File: config.mk
export PLATFORM = sky130hd
export DESIGN_NAME = nubus_master_burst_flat
export DESIGN_NICKNAME = d
export VERILOG_FILES = /design/src/rtl/nubus_master_burst_if.sv /design/src/rtl/nubus_master_burst.sv /design/src/flat_wrapper.sv
export SDC_FILE = /design/constraint.sdc
export NUM_CORES = 1
export LEC_CHECK = 0
export CORE_ASPECT_RATIO = 1.75
export CORE_UTILIZATION = 30
export DETAILED_ROUTE_END_ITERATION = 12
export PLACE_DENSITY = 0.71
export SETUP_SLACK_MARGIN = 0.3
export SLEW_MARGIN = 20
export SYNTH_ARGS = -nofsm -noshare
export SYNTH_HDL_FRONTEND = slang
export SYNTH_SLANG_ARGS = --single-unit
File: constraint.sdc
create_clock -name nub_clk -period 1.95 [get_ports nub_clk]
set_input_delay 0.39 -clock nub_clk [delete_from_list [all_inputs] [get_ports nub_clk]]
set_output_delay 0.39 -clock nub_clk [all_outputs]
set_load 0.02 [all_outputs]
File: src/rtl/nubus_master_burst_if.sv
// CPU request port and decoded NuBus pad/arbiter signals for the burst master.
// The master modport is the engine; the slave modport is the CPU plus pads/arbiter.
interface nubus_master_burst_if;
    logic        req_valid;
    logic        req_ready;
    logic [31:0] req_addr;
    logic        req_write;
    logic [4:0]  req_len;
    logic        req_lock;
    logic [31:0] wr_data;
    logic        wr_ready;
    logic [31:0] rd_data;
    logic        rd_valid;
    logic        done;
    logic [1:0]  status;
    logic        arb_grant;
    logic        bus_busy;
    logic        rqst;
    logic        start;
    logic [31:0] ad_o;
    logic        ad_oe;
    logic [1:0]  tm_o;
    logic        ack;
    logic        blk_ack;
    logic [1:0]  tm_i;
    logic [31:0] ad_i;

    modport master (
        input  req_valid, req_addr, req_write, req_len, req_lock, wr_data,
               arb_grant, bus_busy, ack, blk_ack, tm_i, ad_i,
        output req_ready, wr_ready, rd_data, rd_valid, done, status,
               rqst, start, ad_o, ad_oe, tm_o
    );

    modport slave (
        output req_valid, req_addr, req_write, req_len, req_lock, wr_data,
               arb_grant, bus_busy, ack, blk_ack, tm_i, ad_i,
        input  req_ready, wr_ready, rd_data, rd_valid, done, status,
               rqst, start, ad_o, ad_oe, tm_o
    );
endinterface

File: src/rtl/nubus_master_burst.sv
// NuBus master engine: single/block transfers, try-again-later retry with backoff,
// watchdog on missing acknowledge, and bus-ownership hold for locked sequences.
module nubus_master_burst #(
    parameter int BURST_MAX = 16,
    parameter int WDT_W     = 8,
    parameter int RETRY_MAX = 3,
    parameter int BACKOFF_W = 4
) (
    input  logic                 nub_clk,
    input  logic                 nub_reset,
    nubus_master_burst_if.master bus
);
    localparam int RTY_W = $clog2(RETRY_MAX + 2);
    localparam logic [RTY_W-1:0]     RETRY_LIM = RTY_W'(RETRY_MAX);
    localparam logic [WDT_W-1:0]     WDT_SAT   = '1;
    localparam logic [BACKOFF_W-1:0] BO_END    = '1;

    typedef enum logic [2:0] {
        S_IDLE, S_ARB, S_ADDR, S_DATA, S_BACKOFF, S_DONE
    } state_e;

    typedef enum logic [1:0] {
        ST_OK      = 2'b00,
        ST_SLV_ERR = 2'b01,
        ST_WDT     = 2'b10,
        ST_RETRY   = 2'b11
    } status_e;

    state_e               state_q, state_d;
    status_e              status_q, status_d;
    logic [31:0]          addr_q, addr_d;
    logic                 write_q, write_d;
    logic [4:0]           len_q, len_d;
    logic                 lock_q, lock_d;
    logic                 own_q, own_d;
    logic [4:0]           beat_q, beat_d;
    logic [WDT_W-1:0]     wdt_q, wdt_d;
    logic [BACKOFF_W-1:0] bo_q, bo_d;
    logic [RTY_W-1:0]     retry_q, retry_d;
    logic [31:0]          rd_data_q, rd_data_d;
    logic                 rd_valid_q, rd_valid_d;

    logic len_ok;
    logic is_block;
    logic last_beat;

    // NOTE: sequential state uses non-blocking assignments only, so every register
    // samples the pre-edge value of its neighbours regardless of statement order.
    always_ff @(posedge nub_clk) begin
        if (nub_reset) begin
            state_q    <= S_IDLE;
            status_q   <= ST_OK;
            addr_q     <= '0;
            write_q    <= 1'b0;
            len_q      <= '0;
            lock_q     <= 1'b0;
            own_q      <= 1'b0;
            beat_q     <= '0;
            wdt_q      <= '0;
            bo_q       <= '0;
            retry_q    <= '0;
            rd_data_q  <= '0;
            rd_valid_q <= 1'b0;
        end else begin
            state_q    <= state_d;
            status_q   <= status_d;
            addr_q     <= addr_d;
            write_q    <= write_d;
            len_q      <= len_d;
            lock_q     <= lock_d;
            own_q      <= own_d;
            beat_q     <= beat_d;
            wdt_q      <= wdt_d;
            bo_q       <= bo_d;
            retry_q    <= retry_d;
            rd_data_q  <= rd_data_d;
            rd_valid_q <= rd_valid_d;
        end
    end

    always_comb begin
        len_ok = 1'b0;
        case (bus.req_len)
            5'd1:                    len_ok = 1'b1;
            5'd2, 5'd4, 5'd8, 5'd16: len_ok = (int'({27'd0, bus.req_len}) <= BURST_MAX);
            default:                 len_ok = 1'b0;
        endcase
    end

    assign is_block  = (len_q != 5'd1);
    assign last_beat = (beat_q == len_q - 5'd1);

    assign bus.status   = status_q;
    assign bus.rd_data  = rd_data_q;
    assign bus.rd_valid = rd_valid_q;

    // NOTE: every signal written here gets a default first so no path infers a latch.
    always_comb begin
        state_d    = state_q;
        status_d   = status_q;
        addr_d     = addr_q;
        write_d    = write_q;
        len_d      = len_q;
        lock_d     = lock_q;
        own_d      = own_q;
        beat_d     = beat_q;
        wdt_d      = wdt_q;
        bo_d       = bo_q;
        retry_d    = retry_q;
        rd_data_d  = rd_data_q;
        rd_valid_d = 1'b0;

        bus.req_ready = 1'b0;
        bus.rqst      = own_q;
        bus.start     = 1'b0;
        bus.ad_o      = '0;
        bus.ad_oe     = 1'b0;
        bus.tm_o      = '0;
        bus.wr_ready  = 1'b0;
        bus.done      = 1'b0;

        case (state_q)
            S_IDLE: begin
                bus.req_ready = 1'b1;
                if (bus.req_valid) begin
                    addr_d  = bus.req_addr;
                    write_d = bus.req_write;
                    len_d   = bus.req_len;
                    lock_d  = bus.req_lock;
                    retry_d = '0;
                    beat_d  = '0;
                    wdt_d   = '0;
                    if (!len_ok) begin
                        status_d = ST_SLV_ERR;
                        state_d  = S_DONE;
                    end else if (own_q && !bus.bus_busy) begin
                        state_d = S_ADDR;
                    end else begin
                        state_d = S_ARB;
                    end
                end
            end

            S_ARB: begin
                bus.rqst = 1'b1;
                // A held bus (locked sequence) only has to wait for the current owner to finish.
                if ((bus.arb_grant || own_q) && !bus.bus_busy) begin
                    beat_d  = '0;
                    wdt_d   = '0;
                    state_d = S_ADDR;
                end
            end

            S_ADDR: begin
                bus.rqst  = 1'b1;
                bus.start = 1'b1;
                bus.ad_oe = 1'b1;
                bus.ad_o  = is_block ? {addr_q[31:6], len_q[4:1], 2'b00}
                                     : (addr_q & 32'hFFFF_FFFC);
                bus.tm_o  = {~write_q, is_block};
                own_d     = lock_q;
                wdt_d     = wdt_q + WDT_W'(1);
                state_d   = S_DATA;
            end

            S_DATA: begin
                bus.ad_oe = write_q;
                bus.ad_o  = write_q ? bus.wr_data : 32'd0;
                if (bus.ack) begin
                    bus.wr_ready = write_q;
                    rd_valid_d   = ~write_q;
                    if (!write_q) rd_data_d = bus.ad_i;
                    state_d = S_DONE;
                    case (bus.tm_i)
                        2'b00: status_d = ST_OK;
                        2'b01: status_d = ST_SLV_ERR;
                        2'b10: status_d = ST_WDT;
                        default: begin
                            if (retry_q < RETRY_LIM) begin
                                retry_d = retry_q + RTY_W'(1);
                                bo_d    = '0;
                                own_d   = 1'b0;
                                state_d = S_BACKOFF;
                            end else begin
                                status_d = ST_RETRY;
                            end
                        end
                    endcase
                end else if (bus.blk_ack && !last_beat) begin
                    bus.wr_ready = write_q;
                    rd_valid_d   = ~write_q;
                    if (!write_q) rd_data_d = bus.ad_i;
                    beat_d = beat_q + 5'd1;
                    wdt_d  = '0;
                end else if (wdt_q == WDT_SAT) begin
                    bus.ad_oe = 1'b0;
                    status_d  = ST_WDT;
                    state_d   = S_DONE;
                end else begin
                    wdt_d = wdt_q + WDT_W'(1);
                end
            end

            S_BACKOFF: begin
                bus.rqst = 1'b0;
                bo_d     = bo_q + BACKOFF_W'(1);
                if (bo_q == BO_END) state_d = S_ARB;
            end

            S_DONE: begin
                bus.done = 1'b1;
                state_d  = S_IDLE;
            end

            default: state_d = S_IDLE;
        endcase
    end
endmodule
File: src/flat_wrapper.sv
// flat-port wrapper written by rule: the top's interface ports become plain ports
module nubus_master_burst_flat 
#(
    parameter int BURST_MAX = 16,
    parameter int WDT_W     = 8,
    parameter int RETRY_MAX = 3,
    parameter int BACKOFF_W = 4
)
  (nub_clk, nub_reset, bus_req_valid, bus_req_addr, bus_req_write, bus_req_len, bus_req_lock, bus_wr_data, bus_arb_grant, bus_bus_busy, bus_ack, bus_blk_ack, bus_tm_i, bus_ad_i, bus_req_ready, bus_wr_ready, bus_rd_data, bus_rd_valid, bus_done, bus_status, bus_rqst, bus_start, bus_ad_o, bus_ad_oe, bus_tm_o);
  nubus_master_burst_if bus_i ();
  input  logic nub_clk;
  input  logic nub_reset;
  input wire logic [$bits(bus_i.req_valid)-1:0] bus_req_valid;
  input wire logic [$bits(bus_i.req_addr)-1:0] bus_req_addr;
  input wire logic [$bits(bus_i.req_write)-1:0] bus_req_write;
  input wire logic [$bits(bus_i.req_len)-1:0] bus_req_len;
  input wire logic [$bits(bus_i.req_lock)-1:0] bus_req_lock;
  input wire logic [$bits(bus_i.wr_data)-1:0] bus_wr_data;
  input wire logic [$bits(bus_i.arb_grant)-1:0] bus_arb_grant;
  input wire logic [$bits(bus_i.bus_busy)-1:0] bus_bus_busy;
  input wire logic [$bits(bus_i.ack)-1:0] bus_ack;
  input wire logic [$bits(bus_i.blk_ack)-1:0] bus_blk_ack;
  input wire logic [$bits(bus_i.tm_i)-1:0] bus_tm_i;
  input wire logic [$bits(bus_i.ad_i)-1:0] bus_ad_i;
  output wire logic [$bits(bus_i.req_ready)-1:0] bus_req_ready;
  output wire logic [$bits(bus_i.wr_ready)-1:0] bus_wr_ready;
  output wire logic [$bits(bus_i.rd_data)-1:0] bus_rd_data;
  output wire logic [$bits(bus_i.rd_valid)-1:0] bus_rd_valid;
  output wire logic [$bits(bus_i.done)-1:0] bus_done;
  output wire logic [$bits(bus_i.status)-1:0] bus_status;
  output wire logic [$bits(bus_i.rqst)-1:0] bus_rqst;
  output wire logic [$bits(bus_i.start)-1:0] bus_start;
  output wire logic [$bits(bus_i.ad_o)-1:0] bus_ad_o;
  output wire logic [$bits(bus_i.ad_oe)-1:0] bus_ad_oe;
  output wire logic [$bits(bus_i.tm_o)-1:0] bus_tm_o;
  assign bus_i.req_valid = bus_req_valid;
  assign bus_i.req_addr = bus_req_addr;
  assign bus_i.req_write = bus_req_write;
  assign bus_i.req_len = bus_req_len;
  assign bus_i.req_lock = bus_req_lock;
  assign bus_i.wr_data = bus_wr_data;
  assign bus_i.arb_grant = bus_arb_grant;
  assign bus_i.bus_busy = bus_bus_busy;
  assign bus_i.ack = bus_ack;
  assign bus_i.blk_ack = bus_blk_ack;
  assign bus_i.tm_i = bus_tm_i;
  assign bus_i.ad_i = bus_ad_i;
  assign bus_req_ready = bus_i.req_ready;
  assign bus_wr_ready = bus_i.wr_ready;
  assign bus_rd_data = bus_i.rd_data;
  assign bus_rd_valid = bus_i.rd_valid;
  assign bus_done = bus_i.done;
  assign bus_status = bus_i.status;
  assign bus_rqst = bus_i.rqst;
  assign bus_start = bus_i.start;
  assign bus_ad_o = bus_i.ad_o;
  assign bus_ad_oe = bus_i.ad_oe;
  assign bus_tm_o = bus_i.tm_o;
  nubus_master_burst #(.BURST_MAX(BURST_MAX), .WDT_W(WDT_W), .RETRY_MAX(RETRY_MAX), .BACKOFF_W(BACKOFF_W)) u_core (.nub_clk(nub_clk), .nub_reset(nub_reset), .bus(bus_i));
endmodule
* Word-level counts from Yosys, hierarchy flattened
Index checks and enable logic that the tools add are counted.
** Storage, ports and cells
- Bits in registers :: 98
- Logic and storage cells :: 142
- Output and inout port bits :: 75
- Input port bits :: 112
** Operators by class
- $add $sub $neg :: 5
- Mux-type cells :: 64
- Magnitude comparators :: 2
- Bitwise gates (word level) :: 2
- Reductions and logical operators :: 27
- Equal/unequal tests :: 29
** Operators by type and width (number)
- $mux W32 :: 4
- $pmux W32 S2 :: 1
- $mux W8 :: 5
- $mux W3 :: 12
- $pmux W8 S4 :: 1
- $mux W5 :: 4
- $reduce_and A5 Y1 :: 4
- $mux W2 :: 8
- $mux W1 :: 15
- $pmux W3 S5 :: 1
- $pmux W5 S3 :: 1
- $mux W4 :: 3
- $ne A2 B2 Y1 const B :: 5
- $add A8 B1 Y8 const B :: 1
- $eq A8 B8 Y1 const B :: 1
- $ne A2 B1 Y1 const B :: 4
- $pmux W1 S2 :: 4
- $pmux W4 S2 :: 1
- $reduce_and A4 Y1 :: 2
- $reduce_bool A2 Y1 :: 4
- $eq A3 B2 Y1 const B :: 2
- $eq A3 B3 Y1 const B :: 2
- $mux W6 :: 1
- $ne A3 B2 Y1 const B :: 2
- other kinds (35) :: 41

* Logic depth before layout (Yosys ltp)
Gate-level depths: netlist of the first run.
- Word-level depth :: 7
- Gate-level depth with buffers :: 9
- Gate-level depth less buffers :: 8

* Least setup slack after synthesis of the first run
OpenSTA, ideal clock, no wires.
- Kind :: reg-to-output
- From :: register u_core.len_q[0]
- To :: output bus_ad_oe
- Cell stages (with the launch flop) :: 8
- Data arrival time :: 1922 ps
- Required time :: 1560 ps
- Slack :: -362 ps
- Path buffers :: 0
- Cells stage by stage :: dfxtp_1 inv_1 ha_1 and4bb_1 o211a_1 a21bo_1 and3_2 o21ai_0
** Between the ends
- Word-level cells in the longest chain between the ends :: 7
** RTL lines
- start: declaration :: RTL line nubus_master_burst.sv:33 : logic [4:0] len_q, len_d;
- start signal: assignment :: RTL line nubus_master_burst.sv:69 : len_q <= len_d;
- $sub A5 B1 Y5 :: RTL line nubus_master_burst.sv:91 : assign last_beat = (beat_q == len_q - 5'd1);
- $eq A5 B5 Y1 :: RTL line nubus_master_burst.sv:91
- $logic_not A1 Y1 :: RTL line nubus_master_burst.sv:189 : end else if (bus.blk_ack && !last_beat) begin
- $logic_and A1 B1 Y1 :: RTL line nubus_master_burst.sv:189
- $mux W1 :: RTL line nubus_master_burst.sv:189
- $mux W1 :: RTL line nubus_master_burst.sv:169 : if (bus.ack) begin
- $pmux W1 S2 :: RTL line nubus_master_burst.sv:122 : case (state_q)
- end: declaration :: RTL line flat_wrapper.sv:34 : output wire logic [$bits(bus_i.ad_oe)-1:0] bus_ad_oe;
Every way passes these cells.

* Worst setup path in the final report of the first run
- From :: register u_core.len_q[1]
- To :: output bus_wr_ready
** Between the ends
- Word-level cells in the longest chain between the ends :: 7
** RTL lines
- $sub A5 B1 Y5 :: RTL line nubus_master_burst.sv:91
- $eq A5 B5 Y1 :: RTL line nubus_master_burst.sv:91
- $logic_not A1 Y1 :: RTL line nubus_master_burst.sv:189
- $logic_and A1 B1 Y1 :: RTL line nubus_master_burst.sv:189
- $mux W1 :: RTL line nubus_master_burst.sv:189
- $mux W1 :: RTL line nubus_master_burst.sv:169
- $mux W1 :: RTL line nubus_master_burst.sv:122
- end: declaration :: RTL line flat_wrapper.sv:26 : output wire logic [$bits(bus_i.wr_ready)-1:0] bus_wr_ready;
Every way passes these cells.

==> results.ini, run 1 <==
[die]
dieArea_mm2 = 0.0160
die_h_um = 167
io-pin-count = 187
start_util_pct = 31.0
core_mm2 = 0.0150
die_w_um = 96.1
row_count = 59

[synth]
synth_edf_count = 0
synth_ff_type = dfxtp_1
yosysSeqAreaShare_pct = 41.3
synth_async_sr_flop_share_pct = 0
synth_top_area_share_pct = 41.3
ys_types = 58
ys_top_cells_by_area = dfxtp_1, nand2_1, mux2i_1
syn_inst = 566
syn-num-nets = 687
ys_seq_elements = 96
yosysTopAreaCell = dfxtp_1
netlist_top_cells_count = nand2_1, dfxtp_1, a21oi_1, nor2_1, mux2i_1
synth_area_per_cell_um2 = 8.22
yosys_warnings = 0
syn_area_mm2 = 0.00465
synth.most_common_cell = nand2_1

[final_layout]
syn_to_final_growth_pct = 93.1
fin_nets = 979
nFillCells = 1294
drive_above_1_share_pct = 35.2

[global_route]
grt_max_degree = 63
grt_pass1_wl_um = 24900
grtUsageTotal_pct = 19.9
antenna_found_initial = 1
grt_overflow = 0
grt_pass1_vias = 5208

[critical_path]
timing.rr.start = u_core.len_q[1]
worstSetupStartpoint = u_core.len_q[1]
start_kind = register
crit_required_ns = 1.56
end_kind = primary output
worstPathCellList = inv_2, ha_4, xor2_1, o211a_1, buf_6, o211ai_4, a21oi_2, nor2_2, buf_6
crit_top_cell = buf_6
critPathMaxFanout = 2
critPathMaxStageDelay_ns = 0.34
slowest_stage = dfxtp_2
criticalPathCategory = register to primary output
worstPathArrival_ns = 1.96

[pwr]
combPwrFrac_pct = 43.6
seqPwrFrac_pct = 31.2
ir_drop_v = 0.000496
power_density_mw_per_mm2 = 831
swShare_pct = 34.8
power.internal_mw = 4.87
switchingPower_mw = 2.60
pwr-share-clk_pct = 25.1
leakagePower_nw = 3.73

[drt]
antenna_left = 0
vias = 5296
totalWireLength_um = 17300
firstDrtPassIters = 4
viasPerCell = 5.06
routedWlPerCell_um = 16.5
first_iter_violations = 130
drc = 0

[timing]
maxSlewHeadroom_pct = 66.6
fin_hold_ws_ns = 0.330
layout_setup_ws_ns = -0.401
slew_viol_final = 0
setup_violations = 83
fin_crit_ns = 2.35
tightest_slew_ns = 0.497
fin_crit_sh_pct = 121
rsz0062_at_grt = yes
finalSetupTns_ns = -16.85
timing.fmax_ghz = 0.425
fin_skew_ns = 0.0107
hold_violations = 0

[clock_tree]
cts_root_buffer = clkbuf_16
cts_buffers = 9
h-tree-depth = 3
clk_pin_slew_ns = 0.08
numClockSinks = 96
cts_tree = built
worstSkewPairLatency_ns = 0.34
clk_path_buf_depth = 2

[job]
cap_violations = 0

[placed_design]
place_congestion = 0.840
dp.final_hpwl_um = 11100
io_buffers = 184
pre_cts_ws_ns = -0.624

[min_path]
hp-class = input port to register
hp-start = nub_reset

[run_status]
status = finished, violations left
failed_checks = setup timing

[final timing paths]
path	end	cells after the start	slack, ns
min reg2reg	u_core.lock_q	2	0.46
max	bus_wr_ready	9	-0.40
max reg2reg	u_core.wdt_q[4]	12	-0.33
min	u_core.wdt_q[1]	2	0.33
[cell type report]
class                           instances  area, um2  share of cell area (%)
Timing Repair Buffer                  316       3280                    36.5
Antenna cell                            1       2.50                  0.0279
Sequential cell                        96       1940                    21.6
Inverter                               15       73.8                   0.822
Clock buffer                            9        225                    2.51
Clock inverter                          7       86.3                   0.961
Multi-Input combinational cell        420       3150                    35.1
Tap cell                              183        229                    2.55
[power by group through the flow]
stage | Combinational [mW] | Clock [mW] | Sequential (mW)
6_report | 3.25 | 1.88 | 2.33
5_1_grt | 3.45 | 1.98 | 2.36
4_1_cts | 2.68 | 1.92 | 2.32
3_5_place_dp | 2.33 | 0 | 2.35
3_3_place_gp | 2.31 | 0 | 2.35
2_1_floorplan | 1.33 | 0 | 2.35
[worst max-delay path: cells and delay by family (launching register included)]
kind | cells | cell delay [ns]
AO/OA/AOI/OAI | 3 | 0.49
XOR/XNOR | 1 | 0.16
adder cells (fa/ha/maj) | 1 | 0.26
buffers and inverters | 3 | 0.30
flip-flops | 1 | 0.34
AND/OR/NAND/NOR | 1 | 0.06
[sequential cells by signal, indices dropped and copies added, names as in the netlist]
register / count
u_core.write_q: 1
u_core.wdt_q: 8
u_core.beat_q: 5
u_core.own_q: 1
u_core.bus.rd_valid: 1
u_core.lock_q: 1
u_core.state_q: 3
u_core.bus.rd_data: 32
u_core.retry_q: 3
u_core.bo_q: 4
u_core.bus.status: 2
u_core.addr_q: 30
u_core.len_q: 5
[per-layer routing]
| metal | routed length, um | vias up | track usage [%] |
|---|---|---|---|
| li1 | - | 2560 | - |
| met3 | 569 | 38 | 2.60 |
| met2 | 9800 | 152 | 39.1 |
| met5 | 0 | - | 0 |
| met4 | 567 | 0 | 9.02 |
| met1 | 6320 | 2546 | 19.5 |
[timing repair]
item,in CTS,in global routing
pin swaps,33,34
setup endpoints to repair,130,124
setup buffers,26,17
gates cloned,3,6
hold buffers,0,0
resized for setup,349,63
[kinds of logic after synthesis]
logic type      synth area share (%)
compound gates                  19.7
xor+xnor                        1.88
simple gates                    21.8
mux                             7.32
flops                           41.3
fa+ha+maj                       2.42
buf+inv                         5.52
[per-stage QoR]
| stage | total power, mW | util, % | instances | area, um2 |
|---|---|---|---|---|
| finish | 7.46 | 59.9 | 1047 | 8980 |
| global route | 7.80 | 59.9 | 1047 | 8980 |
| CTS | 6.93 | 56.4 | 1023 | 8450 |
| detailed placement | 4.69 | 50.3 | 978 | 7540 |
| global placement | 4.66 | 50.3 | 978 | 7540 |
| floorplan | 3.68 | - | 566 | 5080 |
[layout by cell type (no fill, tap or decap), types with 5 or more instances in the layout]
master,instances
clkdlybuf4s50_1,107
nand2_1,106
dfxtp_1,88
buf_4,77
buf_6,72
a21oi_1,46
nor2_1,43
dlygate4sd2_1,36
mux2i_1,34
a22o_4,26
nand3_1,14
clkbuf_16,13
buf_12,12
inv_1,9
a21oi_2,9
nor3_1,7
nor2_4,6
o21ai_1,6
xor2_1,6
ha_1,6
and3_4,5
nor2_2,5
a22oi_2,5
dfxtp_2,5
Note: power is estimated with default switching activity, not from simulation.
==> inputs of run 2 (changes only) <==
--- a/config.mk
+++ b/config.mk
@@ -5,7 +5,7 @@
 export SDC_FILE = /design/constraint.sdc
 export NUM_CORES = 1
 export LEC_CHECK = 0
-export CORE_ASPECT_RATIO = 1.75
+export CORE_ASPECT_RATIO = 0.6
 export CORE_UTILIZATION = 30
 export DETAILED_ROUTE_END_ITERATION = 12
 export PLACE_DENSITY = 0.71
==> run 2 against run 1 <==
  * First-iteration DRC count is 87% higher
  * Clock power is 7% lower
  * The flow still finishes with violations (setup timing)
  * Largest power group unchanged
  * Global-route usage is 1.3 points higher
  * Die area hardly changed
  * Critical path type is now register to register
  * Critical path depth is 4 higher
  * Clock skew fell by 0.00074 ns
  * Sequential share of layout area decreased by 0.19 points
==> results.ini, run 2 (synthesis results as in run 1) <==
[run_status]
status = finished, violations left
failed_checks = setup timing

[die]
io-pin-count = 187  ; unchanged
die_w_um = 163  ; +69%
row_count = 34  ; -42%
start_util_pct = 31.4  ; +0.38 points
dieArea_mm2 = 0.0160  ; about the same
core_mm2 = 0.0148  ; -1.2%
die_h_um = 98.4  ; -41%

[drt]
first_iter_violations = 243  ; +87%
routedWlPerCell_um = 16.7  ; +1.1%
totalWireLength_um = 17600  ; +2.0%
drc = 0  ; unchanged
firstDrtPassIters = 5  ; +1
antenna_left = 0  ; unchanged
viasPerCell = 4.94  ; -2.4%
vias = 5214  ; -1.5%

[timing]
fin_crit_ns = 2.35  ; -0.00294 ns
finalSetupTns_ns = -16.86  ; -0.0168 ns
timing.fmax_ghz = 0.426  ; +0.13%
hold_violations = 0  ; unchanged
fin_crit_sh_pct = 120  ; -0.15 points
maxSlewHeadroom_pct = 69.0  ; +2.4 points
setup_violations = 78  ; -6.0%
tightest_slew_ns = 0.463  ; -0.0339 ns
rsz0062_at_grt = yes
layout_setup_ws_ns = -0.398  ; +0.00294 ns
fin_skew_ns = 0.00999  ; -0.000735 ns
slew_viol_final = 0  ; unchanged

[clock_tree]
worstSkewPairLatency_ns = 0.35  ; about the same
clk_path_buf_depth = 2  ; unchanged
cts_buffers = 9  ; unchanged
cts_tree = built
cts_root_buffer = clkbuf_16
clk_pin_slew_ns = 0.07  ; about the same
h-tree-depth = 3  ; unchanged
numClockSinks = 96  ; unchanged

[critical_path]
end_kind = register
criticalPathCategory = register to register
crit_required_ns = 2.18  ; +0.62 ns
ff2ff_setup_slack_ns = -0.40  ; -0.07 ns
start_kind = register
worstPathArrival_ns = 2.58  ; +0.62 ns
critPathMaxFanout = 8  ; +6

[global_route]
grtUsageTotal_pct = 21.2  ; +1.3 points
grt_max_degree = 40  ; -37%
grt_pass1_vias = 4964  ; -4.7%
antenna_found_initial = 0  ; -1
grt_overflow = 0  ; unchanged
grt_pass1_wl_um = 26600  ; +6.7%

[final_layout]
final_util_pct = 61.1  ; +1.2 points
syn_to_final_growth_pct = 94.6
antenna_cells = 0  ; -1
fin_nets = 974  ; -0.51%
largest_reg_flops = 32  ; unchanged
final_common_cell = clkdlybuf4s50_1
drive_above_1_share_pct = 35.1  ; -0.14 points
fin_area_mm2 = 0.00905  ; +0.74%
most-common-layout-cells = clkdlybuf4s50_1, nand2_1, dfxtp_1

[job]
cap_violations = 0  ; unchanged

[min_path]
hp-class = input port to register

[placed_design]
io_buffers = 184  ; unchanged
place_area_mm2 = 0.00759  ; +0.75%
dp.final_hpwl_um = 11400  ; +3.0%
place_congestion = 0.805  ; -4.2%

[pwr]
total_power_mw = 7.39  ; -0.95%
leakagePower_nw = 3.75  ; +0.54%
ir_drop_v = 0.000473  ; -4.6%
power_density_mw_per_mm2 = 817  ; -1.7%

## run 2: cell types whose count changed in the layout (fill, tap and decap cells not counted), moves of 2 or more
| cell | delta |
|---|---|
| clkbuf_16 | -2 |
| buf_16 | +5 |
| a21oi_1 | +2 |
| nor2_2 | -2 |
| buf_4 | -4 |
| buf_12 | +3 |
| buf_6 | -9 |
| nor3_2 | -4 |
| nand2_2 | +4 |
| buf_8 | +2 |
| nand2_1 | -6 |
| nand2_4 | +2 |
| inv_8 | -2 |
| nor3_1 | +3 |
## run 2: cell type report
class                   count  area (um2)
clock buffers              10         239
well taps                 198         248
repair buffers            311        3330
fillers                  1274        5760
flip-flops and latches     96        1940
multi-input cells         420        3170
clock inverters             6        50.0
inverters                  15        78.8
## run 2: repair_timing
| item | in CTS | in global routing |
|---|---|---|
| pin swaps | 13 | 30 |
| cloned | 9 | 2 |
| setup endpoints to repair | 128 | 100 |
| gates resized for setup | 347 | 73 |
| hold buffers | 0 | 0 |
| setup buffers | 22 | 9 |
## run 2: per-layer routing
metal / wire length, um / vias to the layer above / track usage (%) / part of all wire [%]
met3: 1320 / 13 / 5.01 / 7.5
met5: 0 / - / 0 / 0
met4: 104 / 0 / 3.24 / 0.59
met1: 8580 / 2453 / 30.6 / 49
li1: - / 2562 / - / -
met2: 7590 / 186 / 32.4 / 43
## run 2: worst paths after layout
path | start | endpoint | cells after the start
worst max register to register | u_core.len_q[1] | u_core.bus.rd_data[20] | 13
worst max-delay path | u_core.len_q[1] | u_core.bus.rd_data[20] | 13
worst min-delay path | nub_reset | u_core.beat_q[4] | 2
worst min register to register | u_core.addr_q[20] | u_core.addr_q[20] | 2
## run 2: through the flow
| step | instances | worst slack [ns] | hold WS [ns] |
|---|---|---|---|
| detailed placement | 998 | -0.669 | 0.448 |
| finish | 1056 | -0.398 | 0.415 |
| CTS | 1045 | -0.364 | 0.401 |
| global route | 1056 | -0.498 | 0.424 |
| floorplan | 566 | -0.0538 | 0.432 |
| global placement | 998 | -0.672 | 0.445 |
## run 2: worst max-delay path, stage by stage, from the launching register on
cell,delay [ns]
dfxtp_2,0.34
inv_2,0.05
ha_4,0.15
and4bb_1,0.18
o211a_1,0.23
a21bo_1,0.20
buf_6,0.12
buf_6,0.11
a21oi_4,0.20
buf_12,0.16
buf_12,0.10
buf_16,0.12
mux2i_1,0.21
nor2_1,0.07
## run 2: where the power goes
group          total (mW)  switching, mW  internal (mW)
registers            2.33          0.155           2.18
logic                3.30           1.60           1.70
clock network        1.75          0.835          0.920
==> inputs of run 3 (changes only) <==
--- a/config.mk
+++ b/config.mk
@@ -5,6 +5,7 @@
 export SDC_FILE = /design/constraint.sdc
 export NUM_CORES = 1
 export LEC_CHECK = 0
+export CAP_MARGIN = 20
 export CORE_ASPECT_RATIO = 0.6
 export CORE_UTILIZATION = 30
 export DETAILED_ROUTE_END_ITERATION = 12
==> results of run 3 <==
Final layout, timing and power as in run 2 (identical DEF).
